$ cat src/rtl/min_max_leds.sv
// min_max_leds: registered LED bar showing val_i in a [min_i, max_i] window
// Ports: clk_i, rst_ni (sync, low), com_i mode, min_i/max_i/val_i, osc_i, leds_o
module min_max_leds #(
  parameter int VALSIZE = 4,
  parameter int ERRNO   = 0
) (
  input  logic                  clk_i,
  input  logic                  rst_ni,
  input  logic [1:0]            com_i,
  input  logic [VALSIZE-1:0]    max_i,
  input  logic [VALSIZE-1:0]    min_i,
  input  logic                  osc_i,
  input  logic [VALSIZE-1:0]    val_i,
  output logic [2**VALSIZE-1:0] leds_o
);

  localparam int N = 2**VALSIZE;

  logic [N-1:0]       nxt;
  logic [VALSIZE-1:0] k;
  logic               in_win;
  logic               over;

  assign in_win = (min_i <= val_i) && (val_i <= max_i);
  assign over   = (val_i > max_i) && (min_i <= max_i);

  always_comb begin
    nxt = '0;
    k   = '0;
    unique case (com_i)
      2'b00: begin
        for (int i = 0; i < N; i++) begin
          k = i[VALSIZE-1:0];
          if (in_win) begin
            if (k >= min_i && k <= val_i)
              nxt[i] = 1'b1;
            else if (k > val_i && k <= max_i)
              nxt[i] = osc_i;
            if (ERRNO == 1 && k == val_i)
              nxt[i] = 1'b0;
          end else if (ERRNO == 3 && over) begin
            if (k >= min_i && k <= max_i)
              nxt[i] = 1'b1;
          end
        end
      end
      2'b01: begin
        for (int i = 0; i < N; i++) begin
          k = i[VALSIZE-1:0];
          nxt[i] = (k <= val_i);
        end
        if (ERRNO == 4)
          nxt[0] = 1'b0;
      end
      2'b10: nxt = '0;
      2'b11: begin
        nxt = '1;
        if (ERRNO == 2)
          nxt[N-1] = 1'b0;
      end
      default: nxt = '0;
    endcase
  end

  always_ff @(posedge clk_i) begin
    if (!rst_ni)
      leds_o <= '0;
    else
      leds_o <= nxt;
  end

endmodule

$ cat config.mk
export PLATFORM = sky130hd
export DESIGN_NAME = min_max_leds
export DESIGN_NICKNAME = d
export VERILOG_FILES = /design/src/rtl/min_max_leds.sv
export SDC_FILE = /design/constraint.sdc
export NUM_CORES = 1
export LEC_CHECK = 0
export ABC_AREA = 0
export CELL_PAD_IN_SITES_DETAIL_PLACEMENT = 0
export CELL_PAD_IN_SITES_GLOBAL_PLACEMENT = 1
export CORE_MARGIN = 2
export CORE_UTILIZATION = 35
export CTS_CLUSTER_DIAMETER = 80
export CTS_CLUSTER_SIZE = 12
export DETAILED_ROUTE_END_ITERATION = 8
export GPL_TIMING_DRIVEN = 0
export PLACE_DENSITY_LB_ADDON = 0.1
export SYNTH_ARGS = -nofsm -noshare
export SYNTH_HDL_FRONTEND = slang
export SYNTH_SLANG_ARGS = --single-unit
$ cat constraint.sdc
create_clock -name clk_i -period 2.7 [get_ports clk_i]
set_input_delay 0.405 -clock clk_i [delete_from_list [all_inputs] [get_ports clk_i]]
set_output_delay 0.405 -clock clk_i [all_outputs]
set_load 0.05 [all_outputs]
==> flow_summary_export.csv, run 1 <==
group,metric,value,unit
status,run_status,"finished clean",
cts,max-clock-path-buffers,2,
worst_setup_path,startpoint_type_of_the_worst_setup_path,"input port",
sta,fmax,385,MHz
sta,rsz0062_at_grt,"no",
synth,ys_dominant_reg_cell,"sky130_fd_sc_hd__dfxtp_1",
cells_and_area,num_antenna_cells,0,
route,route.final.wire_length,3590,um
sta,least_setup_slack_across_all_paths_after_layout,102,ps
sta,period_share,0.962,
route,route.vias.total,1378,
route,drtAntennaViolNets,0,
route,wire_per_inst,15.0,um
floorplanning,design.portCount,33,
placed_design,post_detailed_placement_half_perimeter_wirelength,2920,um
cts,htree_levels,1,
route,detailedRoute.firstPassIterationCount,4,
worst_setup_path,cell_breakdown_of_the_critical_path,"clkdlybuf4s50_1 > buf_2 > inv_2 > ha_1 > a21oi_2 > a41oi_1 > a2111o_1 > buf_6 > o32ai_2",
cts,holdBufCountCts,0,
cells_and_area,finish.cell_count_without_fillers,239,
grt,grt_start_max_net_pins,11,
floorplanning,initial_core_util,0.371,
synth,most_used_standard_cell_by_instance_count_after_synthesis,"sky130_fd_sc_hd__dfxtp_1",
cells_and_area,largest_register,"leds_o",
worst_setup_path,crit_buf_inv,4,
floorplanning,std_cell_rows,21,
worst_setup_path,worstPathArrival,2800,ps
cells_and_area,p_r_area_growth_vs_syn,30.3,%
placed_design,placement.io_buffers,30,
cts,cts.reportedPaths.clkPinSlew,80,ps
grt,grt_overflow_total,0,
floorplanning,design.die.area,4080,um^2
synth,synth_largest_area_cell,"sky130_fd_sc_hd__dfxtp_1",
grt,busiest_layer,"met2",
cells_and_area,largest_register_ffs,16,
cts,post_cts.repair.setup_buffers,0,
route,drt-initial-drc-count,60,
synth,yosys_warnings,0,
route,vias_per_cell,5.77,
power_and_ir_drop,total_power,645,uW
synth,postSynthRegisterBits,16,
floorplanning,coreArea,3390,um^2
synth,post_synth_most_frequent_cells,"sky130_fd_sc_hd__dfxtp_1, sky130_fd_sc_hd__a21oi_1, sky130_fd_sc_hd__nand2_1, sky130_fd_sc_hd__nor2_1, sky130_fd_sc_hd__inv_1",
sta,timing.max_slew.rel_slack,0.571,
synth,synth-async-reset-ratio,0,
sta,final_hold_fails,0,
grt,wire_length_of_the_first_global_routing_pass,6060,um
worst_setup_path,cpMaxStageDelayCell,"sky130_fd_sc_hd__clkdlybuf4s50_1",
power_and_ir_drop,power-per-cell-area,394,nW/um^2
cells_and_area,largest_registers,"leds_o x16",
placed_design,placed_cells,236,
synth,synth_edf_count,0,
worst_setup_path,crit_path_end_kind,"flip-flop",
worst_setup_path,critPathMaxStageDelay,600,ps
cts,clk_root_buffer_cell,"sky130_fd_sc_hd__clkbuf_4",
synth,number_of_distinct_library_cells_after_synthesis,41,
floorplanning,die_width,63.9,um
sta,finalHoldWorstSlack,634,ps
synth,yosysSeqAreaShare,0.255,
sta,crit_path_time_final,2600,ps
synth,ys_top_cells_by_area,"sky130_fd_sc_hd__dfxtp_1, sky130_fd_sc_hd__ha_1, sky130_fd_sc_hd__o32ai_2",
worst_hold_path,min-delay-path-class,"input port to flip-flop",
worst_setup_path,critical_setup_path_class,"input port to flip-flop",
cts,cts_made_buffers,3,
power_and_ir_drop,leakage_power,0.000613,uW
flow_run,max-cap-violations,0,
sta,setup_viol_count_final,0,
cells_and_area,nNetsFinal,220,
synth,post_synth_inst_count,160,
grt,global_route.usage.met3,0.0141,
synth,syn_area_per_cell,7.85,um^2
placed_design,dp_slack,-287,ps
sta,drv_slew,0,
floorplanning,dieHeight,63.9,um
cts,cts_resized,0,
synth,syn-num-nets,185,
worst_setup_path,critical-path-top-delay-family,"buffers and inverters",
worst_setup_path,worst-endpoint-required,2900,ps
synth,mappedNetlistArea,1260,um^2
grt,first_global_vias,1240,
cells_and_area,drive_above_1_share,0.0984,
grt,antenna_violations_before_repair,0,
grt,grt_util_all_layers,0.185,
cts,cts.sinks,16,
placed_design,globalplace.congestion,0.852,
worst_setup_path,timing.critical_path.fanout_max,10,
power_and_ir_drop,vdd.ir_drop.worst,0.000133,V
route,detail_route.drc_violations,0,
grt,grt.met1_usage,0.244,
grt,gr-usage-met2,0.315,
synth,synth_largest_type_area_fraction,0.255,
cts,tritoncts,"built",
sta,worstMarginPinSlew,644,ps
## area by class of cell
| cell class | instances | area [um^2] |
|---|---|---|
| Buffer | 12 | 56.3 |
| Clock buffer | 3 | 22.5 |
| Fill cell | 334 | 1750 |
| Inverter | 12 | 45.0 |
| Multi-Input combinational cell | 120 | 835 |
| Sequential cell | 16 | 320 |
| Tap cell | 46 | 57.6 |
| Timing Repair Buffer | 30 | 300 |
## cells by family (layout without fill, tap and decap cells)
group,count (synthesis),in the layout,synth area share
adder cells (fa/ha/maj),8,8,0.0797
AO/OA/AOI/OAI,65,65,0.399
buffers and inverters,24,57,0.0807
flip-flops,16,16,0.255
AND/OR/NAND/NOR,45,45,0.169
multiplexers,2,2,0.0159
## cells in the final DEF, fill, tap and decap left out, types with 2 or more instances in the layout
cell type / instances
sky130_fd_sc_hd__a41oi_1: 3
sky130_fd_sc_hd__clkbuf_4: 3
sky130_fd_sc_hd__mux2i_1: 2
sky130_fd_sc_hd__a211oi_1: 4
sky130_fd_sc_hd__ha_1: 8
sky130_fd_sc_hd__nor3_1: 2
sky130_fd_sc_hd__a31oi_1: 7
sky130_fd_sc_hd__a21oi_2: 2
sky130_fd_sc_hd__o21ai_0: 5
sky130_fd_sc_hd__inv_1: 10
sky130_fd_sc_hd__a21o_1: 2
sky130_fd_sc_hd__buf_1: 2
sky130_fd_sc_hd__clkbuf_1: 6
sky130_fd_sc_hd__inv_2: 2
sky130_fd_sc_hd__nor2_1: 11
sky130_fd_sc_hd__o32ai_2: 5
sky130_fd_sc_hd__or2_1: 3
sky130_fd_sc_hd__o31ai_2: 3
sky130_fd_sc_hd__buf_2: 3
sky130_fd_sc_hd__clkdlybuf4s50_1: 30
sky130_fd_sc_hd__o32ai_1: 6
sky130_fd_sc_hd__nor2b_1: 3
sky130_fd_sc_hd__nand2_1: 13
sky130_fd_sc_hd__o21ai_1: 5
sky130_fd_sc_hd__nand3_1: 7
sky130_fd_sc_hd__a21oi_1: 13
sky130_fd_sc_hd__dfxtp_1: 16
sky130_fd_sc_hd__and2_1: 2
## power breakdown
part           switching [uW]  internal, uW
clock                    69.9          51.9
combinational             170          98.6
sequential               3.48           251
total                     243           402
## final timing paths
kind	slack [ps]	end	depth (start not counted)	start
max	100	leds_o[9]	9	val_i[3]
min	630	leds_o[10]	3	com_i[1]
## worst min-delay path: cells and delay by family
kind / cells / cell delay (ps)
buffers and inverters: 1 / 210
AO/OA/AOI/OAI: 2 / 250
## metrics by stage
| stage | utilization | instance area [um^2] | TNS, ps |
|---|---|---|---|
| after floorplan | - | 1260 | 0 |
| after global placement | 0.476 | 1610 | -2010 |
| after detailed placement | 0.476 | 1610 | -2980 |
| after CTS | 0.483 | 1640 | 0 |
| after global routing | 0.483 | 1640 | 0 |
| final | 0.483 | 1640 | 0 |
## layer usage
layer | routed length, um | part of all wire
met1 | 1550 | 0.43
met4 | 70 | 0.019
met3 | 262 | 0.073
met5 | 0 | 0
met2 | 1710 | 0.48
Power figures use the tool's default switching activity.
==> inputs of run 2 (changes only) <==
--- a/config.mk
+++ b/config.mk
@@ -13,7 +13,6 @@
 export CTS_CLUSTER_DIAMETER = 80
 export CTS_CLUSTER_SIZE = 12
 export DETAILED_ROUTE_END_ITERATION = 8
-export GPL_TIMING_DRIVEN = 0
 export PLACE_DENSITY_LB_ADDON = 0.1
 export SYNTH_ARGS = -nofsm -noshare
 export SYNTH_HDL_FRONTEND = slang
==> flow_summary_export.csv, run 2 (synthesis results as in run 1) <==
group,metric,value,unit
sta,final_hold_fails,0,
floorplanning,coreArea,3390,um^2
worst_setup_path,critPathMaxStageDelay,550,ps
floorplanning,design.portCount,33,
worst_setup_path,critical_setup_path_class,"input port to flip-flop",
grt,antenna_violations_before_repair,0,
route,drtAntennaViolNets,0,
flow_run,max-cap-violations,0,
worst_setup_path,crit_path_end_kind,"flip-flop",
cells_and_area,largest_registers,"leds_o x16",
worst_setup_path,crit_buf_inv,3,
sta,rsz0062_at_grt,"no",
cts,post_cts.repair.setup_buffers,0,
route,wire_per_inst,14.5,um
floorplanning,design.die.area,4080,um^2
worst_setup_path,critical-path-top-delay-family,"compound AO/OA/AOI/OAI gates",
cts,htree_levels,1,
cts,tritoncts,"built",
cells_and_area,largest_register,"leds_o",
placed_design,post_detailed_placement_half_perimeter_wirelength,2800,um
cells_and_area,fill_cells,340,
cells_and_area,p_r_area_growth_vs_syn,36.1,%
cts,cts.reportedPaths.clkPinSlew,90,ps
floorplanning,die_width,63.9,um
route,detail_route.drc_violations,0,
floorplanning,initial_core_util,0.371,
grt,first_global_vias,1222,
worst_setup_path,timing.critical_path.fanout_max,16,
grt,wire_length_of_the_first_global_routing_pass,5900,um
sta,crit_path_time_final,2280,ps
route,drt-initial-drc-count,59,
worst_setup_path,startpoint_type_of_the_worst_setup_path,"input port",
cts,cts.sinks,16,
cells_and_area,nNetsFinal,221,
route,route.vias.total,1368,
sta,fmax,439,MHz
cts,max-clock-path-buffers,2,
worst_setup_path,cpMaxStageDelayCell,"sky130_fd_sc_hd__clkdlybuf4s50_1",
worst_setup_path,cell_breakdown_of_the_critical_path,"clkdlybuf4s50_1 > inv_2 > ha_1 > a21oi_2 > a41oi_1 > a2111o_1 > buf_12 > o32ai_1",
grt,grt_start_max_net_pins,17,
cells_and_area,largest_register_ffs,16,
sta,period_share,0.843,
worst_setup_path,worstPathArrival,2450,ps
sta,worstMarginPinSlew,631,ps
route,route.final.wire_length,3500,um
sta,timing.max_slew.rel_slack,0.579,
placed_design,globalplace.congestion,0.803,
floorplanning,dieHeight,63.9,um
cells_and_area,num_antenna_cells,0,
worst_hold_path,min-delay-path-class,"input port to flip-flop",
floorplanning,std_cell_rows,21,
cells_and_area,postLayoutCoreUtil,0.504,
cts,clk_root_buffer_cell,"sky130_fd_sc_hd__clkbuf_4",
placed_design,placement.io_buffers,32,
power_and_ir_drop,vdd.ir_drop.worst,0.000125,V
worst_setup_path,worst-endpoint-required,2870,ps
status,run_status,"finished clean",
sta,drv_slew,0,
route,vias_per_cell,5.68,
sta,setup_viol_count_final,0,
grt,grt_util_all_layers,0.182,
cells_and_area,layout_common_cells,"sky130_fd_sc_hd__clkdlybuf4s50_1, sky130_fd_sc_hd__dfxtp_1, sky130_fd_sc_hd__nand2_1, sky130_fd_sc_hd__a21oi_1, sky130_fd_sc_hd__nor2_1",
power_and_ir_drop,leakage_power,0.000659,uW
power_and_ir_drop,power-per-cell-area,400,nW/um^2
sta,fin_tns_setup,0,ps
cts,holdBufCountCts,0,
cts,cts_resized,0,
cts,cts_made_buffers,3,
route,detailedRoute.firstPassIterationCount,4,
cells_and_area,drive_above_1_share,0.138,
grt,grt_overflow_total,0,
cells_and_area,layout_commonest_cell,"sky130_fd_sc_hd__clkdlybuf4s50_1",
==> run 2: cell count changes in the layout (fill, tap and decap cells not counted), sizes merged <==
cell           change
clkbuf             -5
buf                +5
clkdlybuf4s50      +2
==> run 2: layer usage <==
layer | part of all wire | wire [um] | GRT usage
met5 | 0 | 0 | 0
met4 | 0.021 | 74 | 0.0625
met3 | 0.069 | 241 | 0.0246
met2 | 0.47 | 1630 | 0.303
met1 | 0.44 | 1550 | 0.239
==> run 2: path summary, 6_finish.rpt <==
| path | start | end | slack, ps | depth (start not counted) |
|---|---|---|---|---|
| worst min-delay path | com_i[0] | leds_o[8] | 780 | 3 |
| worst max-delay path | val_i[3] | leds_o[10] | 420 | 8 |
==> run 2: area by class of cell <==
| type | instances | area, um^2 | area share |
|---|---|---|---|
| Multi-Input combinational cell | 120 | 835 | 0.488 |
| Timing Repair Buffer | 43 | 415 | 0.243 |
| Sequential cell | 16 | 320 | 0.187 |
| Tap cell | 46 | 57.6 | 0.0337 |
| Inverter | 12 | 45.0 | 0.0264 |
| Clock buffer | 4 | 36.3 | 0.0212 |
==> run 2: report_power, final <==
| group | leakage, uW | internal (uW) | total (uW) | switching, uW |
|---|---|---|---|---|
| logic | 0.000506 | 110 | 280 | 170 |
| clock network | 0.0000210 | 81.9 | 149 | 67.6 |
| registers | 0.000133 | 251 | 254 | 3.24 |
| total | 0.000659 | 443 | 684 | 241 |
==> run 2: worst min-delay path: cells and delay by family <==
family	cells	cell delay, ps
buffers and inverters	1	440
and+or+nand+nor	1	100
AOI/OAI and AO/OA	1	60
==> run 2: through the flow <==
step	setup slack (ps)	cells	area (um^2)	power (uW)	hold WS (ps)
2_1_floorplan	664	160	1260	435	533
3_3_place_gp	162	237	1670	539	1070
3_5_place_dp	126	237	1670	540	1070
4_1_cts	407	241	1710	691	776
5_1_grt	334	241	1710	730	781
6_report	423	241	1710	684	777
==> inputs of run 3 (changes only) <==
--- a/config.mk
+++ b/config.mk
@@ -9,7 +9,7 @@
 export CELL_PAD_IN_SITES_DETAIL_PLACEMENT = 0
 export CELL_PAD_IN_SITES_GLOBAL_PLACEMENT = 1
 export CORE_MARGIN = 2
-export CORE_UTILIZATION = 35
+export CORE_UTILIZATION = 31
 export CTS_CLUSTER_DIAMETER = 80
 export CTS_CLUSTER_SIZE = 12
 export DETAILED_ROUTE_END_ITERATION = 8
==> constraint.sdc (replaced) <==
create_clock -name clk_i -period 1.9 [get_ports clk_i]
set_input_delay 0.285 -clock clk_i [delete_from_list [all_inputs] [get_ports clk_i]]
set_output_delay 0.285 -clock clk_i [all_outputs]
set_load 0.05 [all_outputs]
==> flow_summary_export.csv, run 3 (synthesis results as in run 1) <==
group,metric,value,unit
status,run_status,"finished clean",
worst_setup_path,critical_setup_path_class,"input port to flip-flop",
worst_hold_path,min-delay-path-class,"input port to flip-flop",
worst_setup_path,worstPathArrival,2010,ps
placed_design,placed_cells,261,
worst_setup_path,crit_path_end_kind,"flip-flop",
floorplanning,design.portCount,33,
sta,worstMarginPinSlew,497,ps
grt,grt_start_max_net_pins,15,
route,detailedRoute.firstPassIterationCount,4,
cells_and_area,drive_above_1_share,0.315,
flow_run,max-cap-violations,0,
cts,cts.reportedPaths.clkPinSlew,60,ps
power_and_ir_drop,vdd.ir_drop.worst,0.000233,V
route,wire_per_inst,15.4,um
grt,first_global_vias,1372,
power_and_ir_drop,power-per-cell-area,556,nW/um^2
cells_and_area,largest_register,"leds_o",
route,vias_per_cell,5.42,
floorplanning,coreArea,3940,um^2
worst_setup_path,startpoint_type_of_the_worst_setup_path,"input port",
power_and_ir_drop,total_power,1140,uW
cts,htree_levels,1,
route,route.vias.total,1442,
cells_and_area,layout_commonest_cell,"sky130_fd_sc_hd__buf_4",
cells_and_area,design_area,2050,um^2
sta,period_share,0.970,
worst_setup_path,worst-endpoint-required,2060,ps
placed_design,post_detailed_placement_half_perimeter_wirelength,3100,um
cells_and_area,p_r_area_growth_vs_syn,63.3,%
grt,wire_length_of_the_first_global_routing_pass,6660,um
sta,drv_slew,0,
placed_design,placement.io_buffers,32,
cells_and_area,largest_register_ffs,16,
floorplanning,dieHeight,67.7,um
placed_design,post_dp_cell_area,1830,um^2
cells_and_area,num_antenna_cells,0,
cells_and_area,largest_registers,"leds_o x16",
sta,finalHoldWorstSlack,585,ps
cts,cts.sinks,16,
route,detail_route.drc_violations,0,
cells_and_area,nNetsFinal,242,
cts,tritoncts,"built",
cells_and_area,finish.cell_count_without_fillers,266,
sta,timing.max_slew.rel_slack,0.668,
sta,final_hold_fails,0,
grt,grt_util_all_layers,0.193,
worst_setup_path,timing.critical_path.fanout_max,8,
sta,crit_path_time_final,1840,ps
floorplanning,std_cell_rows,23,
floorplanning,initial_core_util,0.319,
floorplanning,die_width,67.7,um
cts,cts_made_buffers,3,
sta,fmax,543,MHz
route,route.final.wire_length,4100,um
placed_design,globalplace.congestion,0.848,
sta,setup_viol_count_final,0,
grt,grt_overflow_total,0,
power_and_ir_drop,leakage_power,0.000801,uW
cts,max-clock-path-buffers,2,
grt,antenna_violations_before_repair,0,
cts,clk_root_buffer_cell,"sky130_fd_sc_hd__clkbuf_8",
floorplanning,design.die.area,4580,um^2
cells_and_area,layout_common_cells,"sky130_fd_sc_hd__buf_4, sky130_fd_sc_hd__clkdlybuf4s50_1, sky130_fd_sc_hd__dfxtp_1, sky130_fd_sc_hd__nand2_1, sky130_fd_sc_hd__a21oi_1",
route,drtAntennaViolNets,0,
worst_hold_path,worst_hold_depth,4,
route,drt-initial-drc-count,80,
run 3: changes by cell type in the layout (fill, tap and decap cells not counted), moves of 4 or more:
cell / change
sky130_fd_sc_hd__o32ai_1: -6
sky130_fd_sc_hd__ha_1: -6
sky130_fd_sc_hd__clkdlybuf4s50_1: -12
sky130_fd_sc_hd__inv_2: +4
sky130_fd_sc_hd__inv_1: -4
sky130_fd_sc_hd__ha_4: +6
sky130_fd_sc_hd__buf_4: +20
sky130_fd_sc_hd__dlygate4sd2_1: +6
run 3: path summary, 6_finish.rpt:
path,from,endpoint
worst max-delay path,max_i[1],leds_o[9]
worst min-delay path,val_i[3],leds_o[10]
run 3: critical path: stages:
cell and delay (ps):
sky130_fd_sc_hd__clkdlybuf4s15_1 220, sky130_fd_sc_hd__inv_2 70, sky130_fd_sc_hd__ha_4 240, sky130_fd_sc_hd__a21oi_2 110, sky130_fd_sc_hd__o21ai_1 80, sky130_fd_sc_hd__a2111o_1 550
sky130_fd_sc_hd__buf_12 200, sky130_fd_sc_hd__o32ai_4 250
run 3: timing repair:
action | 4_1_cts | 5_1_grt
cloned | 1 | 0
pin swaps | 7 | 1
setup buffers | 0 | 0
hold buffers | 0 | 0
hold endpoints to repair | 0 | 0
endpoints found under the setup margin | 16 | 14
gates resized for setup | 33 | 9
run 3: power by group:
part           internal [uW]  switching (uW)
clock network            184             112
logic                    204             280
registers                357            4.64
total                    745             396
run 3: layout make-up:
class	instances	area, um^2
Inverter	12	45.0
Multi-Input combinational cell	120	992
Fill cell	368	1890
Sequential cell	16	320
Timing Repair Buffer	64	577
Clock buffer	4	55.1
Tap cell	50	62.6
run 3: metrics by stage:
stage                     setup WS (ps)  TNS, ps   util
after detailed placement           -476    -6860  0.464
final                              57.8        0  0.520
after CTS                          6.74        0  0.513
after floorplan                    23.4        0      -
after global placement             -439    -6310  0.464
after global routing              -8.54    -8.54  0.520
run 3: metal layers:
| metal | track usage | part of all wire | wire length [um] | up-vias |
|---|---|---|---|---|
| li1 | - | - | - | 720 |
| met1 | 0.254 | 0.45 | 1840 | 657 |
| met2 | 0.333 | 0.48 | 1990 | 58 |
| met3 | 0.0133 | 0.049 | 199 | 7 |
| met4 | 0.0638 | 0.018 | 73 | 0 |
| met5 | 0 | 0 | 0 | - |
